File: config.mk
export PLATFORM = sky130hd
export DESIGN_NAME = mc_ctrl
export DESIGN_NICKNAME = d
export VERILOG_FILES = /design/src/rtl/mc_ctrl.sv
export SDC_FILE = /design/constraint.sdc
export NUM_CORES = 1
export LEC_CHECK = 0
export BUFFER_PORTS_ARGS = -buffer_cell sky130_fd_sc_hd__buf_4
export CORE_MARGIN = 4
export CORE_UTILIZATION = 43
export CTS_CLUSTER_DIAMETER = 50
export DETAILED_ROUTE_END_ITERATION = 10
export PLACE_DENSITY = 0.75
export SLEW_MARGIN = 10
export SYNTH_ARGS = -nofsm -noshare
export SYNTH_HDL_FRONTEND = slang
export SYNTH_SLANG_ARGS = --single-unit
File: constraint.sdc
create_clock -name clk -period 1.5 [get_ports clk]
set_clock_uncertainty 0.15 [all_clocks]
set_input_delay 0.3 -clock clk [delete_from_list [all_inputs] [get_ports clk]]
set_output_delay 0.3 -clock clk [all_outputs]
set_load 0.05 [all_outputs]
File: src/rtl/mc_ctrl.sv
// rtl/mc_ctrl.sv - multi-cycle CPU control FSM with memory-wait timeout and sticky trap
// Optional feature: define MC_CTRL_BNE_EN to decode bne (opcode 000101) into the branch state.
module mc_ctrl #(
    parameter int TMO_W = 4
) (
    input  logic       clk,
    input  logic       rst,
    input  logic [5:0] opcode,
    input  logic       zero,
    input  logic       mem_ready,
    output logic       mem_rd,
    output logic       mem_wr,
    output logic       ir_wr,
    output logic       reg_wr,
    output logic       pc_wr,
    output logic       iord,
    output logic       mem_to_reg,
    output logic       reg_dst,
    output logic       alu_src_a,
    output logic       func_sel,
    output logic [1:0] alu_src_b,
    output logic [1:0] alu_op,
    output logic [1:0] pc_src,
    output logic       trap,
    output logic [3:0] state
);

    typedef enum logic [3:0] {
        S_IF   = 4'd0,
        S_ID   = 4'd1,
        S_MADR = 4'd2,
        S_MRD  = 4'd3,
        S_MWB  = 4'd4,
        S_MWR  = 4'd5,
        S_REX  = 4'd6,
        S_RWB  = 4'd7,
        S_IEX  = 4'd8,
        S_IWB  = 4'd9,
        S_BR   = 4'd10,
        S_JMP  = 4'd11,
        S_TRAP = 4'd12
    } state_t;

    localparam logic [5:0] OP_RTYPE = 6'b000000;
    localparam logic [5:0] OP_LW    = 6'b100011;
    localparam logic [5:0] OP_SW    = 6'b101011;
    localparam logic [5:0] OP_BEQ   = 6'b000100;
    localparam logic [5:0] OP_BNE   = 6'b000101;
    localparam logic [5:0] OP_J     = 6'b000010;
    localparam logic [5:0] OP_ADDI  = 6'b001000;
    localparam logic [5:0] OP_ANDI  = 6'b001100;
    localparam logic [5:0] OP_ORI   = 6'b001101;
    localparam logic [5:0] OP_SLTI  = 6'b001010;
    localparam logic [5:0] OP_XORI  = 6'b001110;

    // Last count value before the timeout: a wait cycle seen with the counter
    // here is the (2^TMO_W-1)-th consecutive one.
    localparam logic [TMO_W-1:0] TMO_LAST = {{(TMO_W-1){1'b1}}, 1'b0};
    localparam logic [TMO_W-1:0] CNT_ONE  = {{(TMO_W-1){1'b0}}, 1'b1};

    state_t           state_q, state_d;
    logic [TMO_W-1:0] cnt_q, cnt_d;

    // Raw Moore decodes; strobes are masked by rst before leaving the block.
    logic mem_rd_dec, mem_wr_dec, ir_wr_dec, reg_wr_dec, pc_wr_dec;
    logic br_take;

    // State and wait-counter registers, cleared asynchronously by rst.
    always_ff @(posedge clk or posedge rst) begin
        if (rst) begin
            state_q <= S_IF;
            cnt_q   <= '0;
        end else begin
            state_q <= state_d;
            cnt_q   <= cnt_d;
        end
    end

    // Next-state logic; the counter only survives while a wait state loops on
    // itself, so every entry into IF/MRD/MWR starts from zero.
    always_comb begin
        state_d = state_q;
        cnt_d   = '0;
        case (state_q)
            S_IF: begin
                if (mem_ready)              state_d = S_ID;
                else if (cnt_q == TMO_LAST) state_d = S_TRAP;
                else                        cnt_d   = cnt_q + CNT_ONE;
            end
            S_ID: begin
                case (opcode)
                    OP_RTYPE:                 state_d = S_REX;
                    OP_LW, OP_SW:             state_d = S_MADR;
                    OP_BEQ:                   state_d = S_BR;
`ifdef MC_CTRL_BNE_EN
                    OP_BNE:                   state_d = S_BR;
`endif
                    OP_J:                     state_d = S_JMP;
                    OP_ADDI, OP_ANDI, OP_ORI,
                    OP_SLTI, OP_XORI:         state_d = S_IEX;
                    default:                  state_d = S_TRAP;
                endcase
            end
            S_MADR: begin
                if (opcode == OP_LW)      state_d = S_MRD;
                else if (opcode == OP_SW) state_d = S_MWR;
                else                      state_d = S_TRAP;
            end
            S_MRD: begin
                if (mem_ready)              state_d = S_MWB;
                else if (cnt_q == TMO_LAST) state_d = S_TRAP;
                else                        cnt_d   = cnt_q + CNT_ONE;
            end
            S_MWB:  state_d = S_IF;
            S_MWR: begin
                if (mem_ready)              state_d = S_IF;
                else if (cnt_q == TMO_LAST) state_d = S_TRAP;
                else                        cnt_d   = cnt_q + CNT_ONE;
            end
            S_REX:  state_d = S_RWB;
            S_RWB:  state_d = S_IF;
            S_IEX:  state_d = S_IWB;
            S_IWB:  state_d = S_IF;
            S_BR:   state_d = S_IF;
            S_JMP:  state_d = S_IF;
            S_TRAP: state_d = S_TRAP;
            default: state_d = S_TRAP;
        endcase
    end

    // Branch condition: beq takes on zero, bne (when enabled) on not-zero.
    always_comb begin
        br_take = zero;
`ifdef MC_CTRL_BNE_EN
        if (opcode == OP_BNE) br_take = ~zero;
`endif
    end

    // Per-state output decode; everything not named for a state stays 0.
    always_comb begin
        mem_rd_dec = 1'b0;
        mem_wr_dec = 1'b0;
        ir_wr_dec  = 1'b0;
        reg_wr_dec = 1'b0;
        pc_wr_dec  = 1'b0;
        iord       = 1'b0;
        mem_to_reg = 1'b0;
        reg_dst    = 1'b0;
        alu_src_a  = 1'b0;
        func_sel   = 1'b0;
        alu_src_b  = 2'b00;
        alu_op     = 2'b00;
        pc_src     = 2'b00;
        trap       = 1'b0;
        case (state_q)
            S_IF: begin
                mem_rd_dec = 1'b1;
                alu_src_b  = 2'b01;
                alu_op     = 2'b11;
                ir_wr_dec  = mem_ready;
                pc_wr_dec  = mem_ready;
            end
            S_ID: begin
                alu_src_b = 2'b11;
                alu_op    = 2'b11;
            end
            S_MADR: begin
                alu_src_a = 1'b1;
                alu_src_b = 2'b10;
                alu_op    = 2'b11;
            end
            S_MRD: begin
                mem_rd_dec = 1'b1;
                iord       = 1'b1;
            end
            S_MWB: begin
                reg_wr_dec = 1'b1;
                mem_to_reg = 1'b1;
            end
            S_MWR: begin
                mem_wr_dec = 1'b1;
                iord       = 1'b1;
            end
            S_REX: begin
                alu_src_a = 1'b1;
                alu_op    = 2'b01;
            end
            S_RWB: begin
                reg_wr_dec = 1'b1;
                reg_dst    = 1'b1;
            end
            S_IEX: begin
                alu_src_a = 1'b1;
                alu_src_b = 2'b10;
                func_sel  = 1'b1;
            end
            S_IWB: begin
                reg_wr_dec = 1'b1;
            end
            S_BR: begin
                alu_src_a = 1'b1;
                alu_op    = 2'b10;
                pc_src    = 2'b01;
                pc_wr_dec = br_take;
            end
            S_JMP: begin
                pc_wr_dec = 1'b1;
                pc_src    = 2'b10;
            end
            S_TRAP: begin
                trap = 1'b1;
            end
            default: begin
                trap = 1'b0;
            end
        endcase
    end

    // Strobes are held low for as long as rst is asserted, even though the
    // register already reads IF.
    assign mem_rd = mem_rd_dec & ~rst;
    assign mem_wr = mem_wr_dec & ~rst;
    assign ir_wr  = ir_wr_dec  & ~rst;
    assign reg_wr = reg_wr_dec & ~rst;
    assign pc_wr  = pc_wr_dec  & ~rst;
    assign state  = state_q;

endmodule
==> results of run 1 <==
==> cells in the mapped netlist (2+ instances only) <==
| cell | n | area share |
|---|---|---|
| nand2_1 | 5 | 0.024 |
| nor4_1 | 2 | 0.016 |
| nand2b_1 | 4 | 0.031 |
| o21ai_0 | 7 | 0.044 |
| nor2b_1 | 2 | 0.016 |
| buf_2 | 4 | 0.025 |
| dfrtp_1 | 8 | 0.25 |
| clkbuf_1 | 2 | 0.0095 |
| nand4_1 | 3 | 0.024 |
| xor2_1 | 3 | 0.033 |
| nand4b_1 | 2 | 0.022 |
| nor3_1 | 6 | 0.038 |
| a21oi_1 | 4 | 0.025 |
| nor2_1 | 20 | 0.094 |
| o211ai_1 | 2 | 0.019 |
| a211oi_1 | 4 | 0.038 |
| xnor2_1 | 2 | 0.022 |
| inv_1 | 5 | 0.024 |
| ha_1 | 2 | 0.031 |
| nand3b_1 | 2 | 0.019 |
| nand3_1 | 2 | 0.013 |
==> cells by family after synthesis <==
group / Yosys count / share of synthesized area
AND/OR/NAND/NOR: 52 / 0.334
AO/OA/AOI/OAI: 28 / 0.252
buffers and inverters: 12 / 0.0630
flip-flops: 8 / 0.252
XOR/XNOR: 5 / 0.0551
adder cells (fa/ha/maj): 2 / 0.0315
multiplexers: 1 / 0.0126
==> stage by stage <==
step / std cells / instance area [um2] / hold WS, ns
after detailed placement: 200 / 1570 / 0.343
after global placement: 200 / 1570 / 0.320
after floorplan: 108 / 1040 / -0.0346
==> results by group, run 1 <==
Status
  – Status: stopped before the end
  – Failing step: 4_1_cts
  – Log Error: [ERROR DPL-0038] Utilization greater than 100%, impossible to legalize

Clock tree
  – Hold_buf cts: 0
  – Cts bufs inserted: 3
  – Post-CTS setup buffer count: 3
  – Longest Clk Path Bufs: 2
  – CTS HTree Levels: 1
  – Clock root cell: clkbuf_4
  – Post-CTS Resized: 43
  – Sink Count: 8

Logic synthesis
  – Synthesized area: 795 um2
  – Mapped Nets: 120
  – Library cells used by synthesis: 38
  – Mean Syn Cell Area: about 7.4 um2
  – FFs w/ async S/R, synth: 1.00
  – Top_reg_cell synth: dfrtp_1
  – #FFs+latches synth: 8
  – Mapped Cells: 108
  – Syn. warnings: 0
  – Sequential share of the synthesized area: 0.252
  – EDFF count, synth: 0

Floorplanning
  – Starting Density: 0.455
  – Cell Rows: 15
  – Die W: 51.0 um
  – I/O pin total: 31
  – Die height: about 51 um

Placement
  – Post-DP HPWL: around 2800 um
  – Buffers added on ports: 30
  – Dpl ws: -0.255 ns
  – GP Congestion: 0.873
==> run 2, diff against run 1 <==
--- a/config.mk
+++ b/config.mk
@@ -6,11 +6,10 @@
 export NUM_CORES = 1
 export LEC_CHECK = 0
 export BUFFER_PORTS_ARGS = -buffer_cell sky130_fd_sc_hd__buf_4
-export CORE_MARGIN = 4
-export CORE_UTILIZATION = 43
-export CTS_CLUSTER_DIAMETER = 50
+export CORE_AREA = 4 4 65 67
 export DETAILED_ROUTE_END_ITERATION = 10
-export PLACE_DENSITY = 0.75
+export DIE_AREA = 0 0 69 71
+export PLACE_DENSITY_LB_ADDON = 0.15
 export SLEW_MARGIN = 10
 export SYNTH_ARGS = -nofsm -noshare
 export SYNTH_HDL_FRONTEND = slang
==> constraint.sdc (replaced) <==
create_clock -name clk -period 1.95 [get_ports clk]
set_clock_uncertainty 0.15 [all_clocks]
set_input_delay 0.39 -clock clk [delete_from_list [all_inputs] [get_ports clk]]
set_output_delay 0.39 -clock clk [all_outputs]
set_load 0.05 [all_outputs]
==> results by group, run 2 <==
Status
  – Status: complete, but fails checks
  – Failing checks: setup timing

Floorplanning
  – I/O pin total: 31
  – Die height: 71 um
  – Core area: between 3000 and 4000 um2
  – Starting Density: 0.219
  – Die Footprint: 4900 um2
  – Die W: between 60 and 70 um
  – Cell Rows: 22

Logic synthesis
  – Syn. warnings: 0
  – #FFs+latches synth: 8
  – Synthesized area: 795 um2
  – Mean Syn Cell Area: 7.36 um2
  – Mapped Cells: ~110
  – Commonest cells post-synth: 20 x nor2_1, 8 x dfrtp_1, 7 x o21ai_0, 6 x nor3_1
  – EDFF count, synth: 0
  – FFs w/ async S/R, synth: 1.00
  – Library cells used by synthesis: 38
  – Top_reg_cell synth: dfrtp_1
  – Dominant cells by area after synthesis: dfrtp_1 25%, nor2_1 9.4%, o21ai_0 4.4%
  – Most instantiated library cell after synthesis: nor2_1
  – Dominant cell type by area after synthesis: dfrtp_1
  – Mapped Nets: 120
  – Top cell type's share of synthesized area: 0.252
  – Sequential share of the synthesized area: 0.252

Detailed routing
  – # DRC: 0
  – Detailed Route WL: 2780 um
  – Vias per inst: 4.77
  – Drt wl/cell: 13.0 um
  – Antenna-violating nets left: 0
  – Vias: 1021
  – First DRT Iteration DRCs: 24
  – DRT Pass-1 Iters: 4

Final layout
  – Fin cells: 214
  – Diodes inserted: 0
  – Post-layout nets: 179
  – Highest-count cells in the layout ignoring fill and taps: 41 x buf_4, 17 x buf_6, 9 x nor2_1
  – Post-layout util: 0.454
  – Share of cells above drive strength 1: 0.602
  – Commonest non-fill, non-tap cell in the layout: buf_4
  – Synthesis-to-layout area growth: 108%
  – FILL cells: 368

Min path
  – Worst Hold Class: input pin to asynchronous set/reset pin

GRT
  – Vias in the first global route: 946
  – GRT Overall Usage: 0.111
  – First-pass GRT wire length: 4500 um
  – Largest net degree at the start of global routing: 13
  – Initial antenna violation count: 0
  – Global route total overflow: 0

STA
  – Unrepaired setup endpoints after global routing: yes
  – Setup TNS: -0.177 ns
  – Minimum clock period: 2.04 ns
  – Worst setup margin: -0.0878 ns
  – Crit share post-route: 1.05
  – Worst Max-Slew Pin Slew: approximately 0.43 ns
  – Final-report hold violation count: 0
  – Slew headroom: 0.711
  – # setup viols final: 6
  – Fin. max-slew vios: 0
  – FMAX: 491 MHz

Placement
  – GP Congestion: about 0.81
  – Placed Cells: 192
  – Post-DP HPWL: between 2000 and 2500 um
  – Buffers added on ports: 30

Flow run
  – MaxCap Viol Count: 0

Setup path
  – Crit path max fanout: 6
  – CP Launch Point: state[0]
  – Reg2reg start: state[0]
  – CP startpoint kind: flop
  – Critical Path RT: 1.41 ns
  – R2R cell count: 5
  – Reg2Reg Setup Slack: 0.13 ns
  – Critical Path AT: about 1.5 ns
  – Setup crit end kind: output pin
  – Critical path class: flop to output pin
  – Worst R2R End: state[2]
  – CP Capture Point: mem_rd

Clock tree
  – Cts bufs inserted: 3
  – Worst-Skew Late Latency: around 0.23 ns
  – CTS tree: yes
  – Sink Count: 8
  – Hold_buf cts: 0
  – Clock root cell: clkbuf_8
  – CTS clk-pin slew, worst paths: approximately 0.040 ns
  – Longest Clk Path Bufs: 2
  – CTS HTree Levels: 1

Power and ir drop
  – Worst vdd ir: between 0.2 and 0.25 mV
  – Pwr/cell area: around 250 nW/um2
  – Leak Pwr: 0.664 nW
run 2: cell counts after synthesis:
Identical to the previous run, type by type.
run 2: cell families (layout without fill, tap and decap cells):
kind of cell | count (synthesis) | in the layout | synth area share
adders and majority gates | 2 | 2 | 0.0315
and+or+nand+nor | 52 | 52 | 0.334
DFF | 8 | 8 | 0.252
muxes | 1 | 1 | 0.0126
AOI/OAI and AO/OA | 28 | 28 | 0.252
xor gates and xnor gates | 5 | 5 | 0.0551
buffers and inverters | 12 | 70 | 0.0630
run 2: cell type report:
class | count | area (um2) | area share
repair buffers | 61 | 549 | 0.333
flip-flops and latches | 8 | 205 | 0.124
inverters | 5 | 23.8 | 0.0144
clock buffers | 4 | 45.0 | 0.0273
multi-input cells | 88 | 766 | 0.464
well taps | 48 | 60.1 | 0.0364
run 2: repair_timing:
item | in CTS | in global routing
gates resized for setup | 23 | 22
setup endpoints to repair | 10 | 12
buffers inserted | 6 | 12
pin swaps | 1 | 3
run 2: power breakdown:
part / total [mW] / internal [mW] / leakage, nW / switching, mW
Clock: 0.206 / 0.142 / 0.0228 / 0.0644
Sequential: 0.167 / 0.167 / 0.0974 / 0
Combinational: 0.0457 / 0.0202 / 0.544 / 0.0256
Total: 0.418 / 0.328 / 0.664 / 0.0900
run 2: worst min-delay path by stage:
stage	startpoint	end	slack, ns	depth (start not counted)
final	rst	state[3]	0.06	2
after CTS	rst	state[0]	0.06	2
after global routing	rst	state[2]	0.09	2
after global placement	rst	cnt_q[3]	0.29	2
after detailed placement	rst	cnt_q[2]	0.30	2
after floorplan	rst	cnt_q[0]	0.06	1
run 2: through the flow:
step                      worst slack (ns)  instance area (um2)  hold slack (ns)  total power [mW]
after global placement               0.105                 1310            0.295             0.214
after floorplan                     -0.205                 1010           0.0554             0.184
after detailed placement            0.0809                 1310            0.303             0.215
after global routing                -0.149                 1650           0.0894             0.438
final                              -0.0878                 1650           0.0574             0.418
after CTS                          -0.0936                 1470           0.0580             0.425
run 2: layer usage:
layer | GRT usage | wire length (um) | vias to the layer above
met3 | 0.0313 | 116 | 2
li1 | - | - | 514
met4 | 0.0195 | 10 | 0
met1 | 0.128 | 1170 | 486
met5 | 0 | 0 | -
met2 | 0.204 | 1490 | 19
run 2: worst max-delay path: stages, from the launching register on:
cell	delay, ns
dfrtp_2	0.47
or2_4	0.29
a2111oi_4	0.30
buf_6	0.21
No activity file was read; power rests on OpenSTA's default activity.
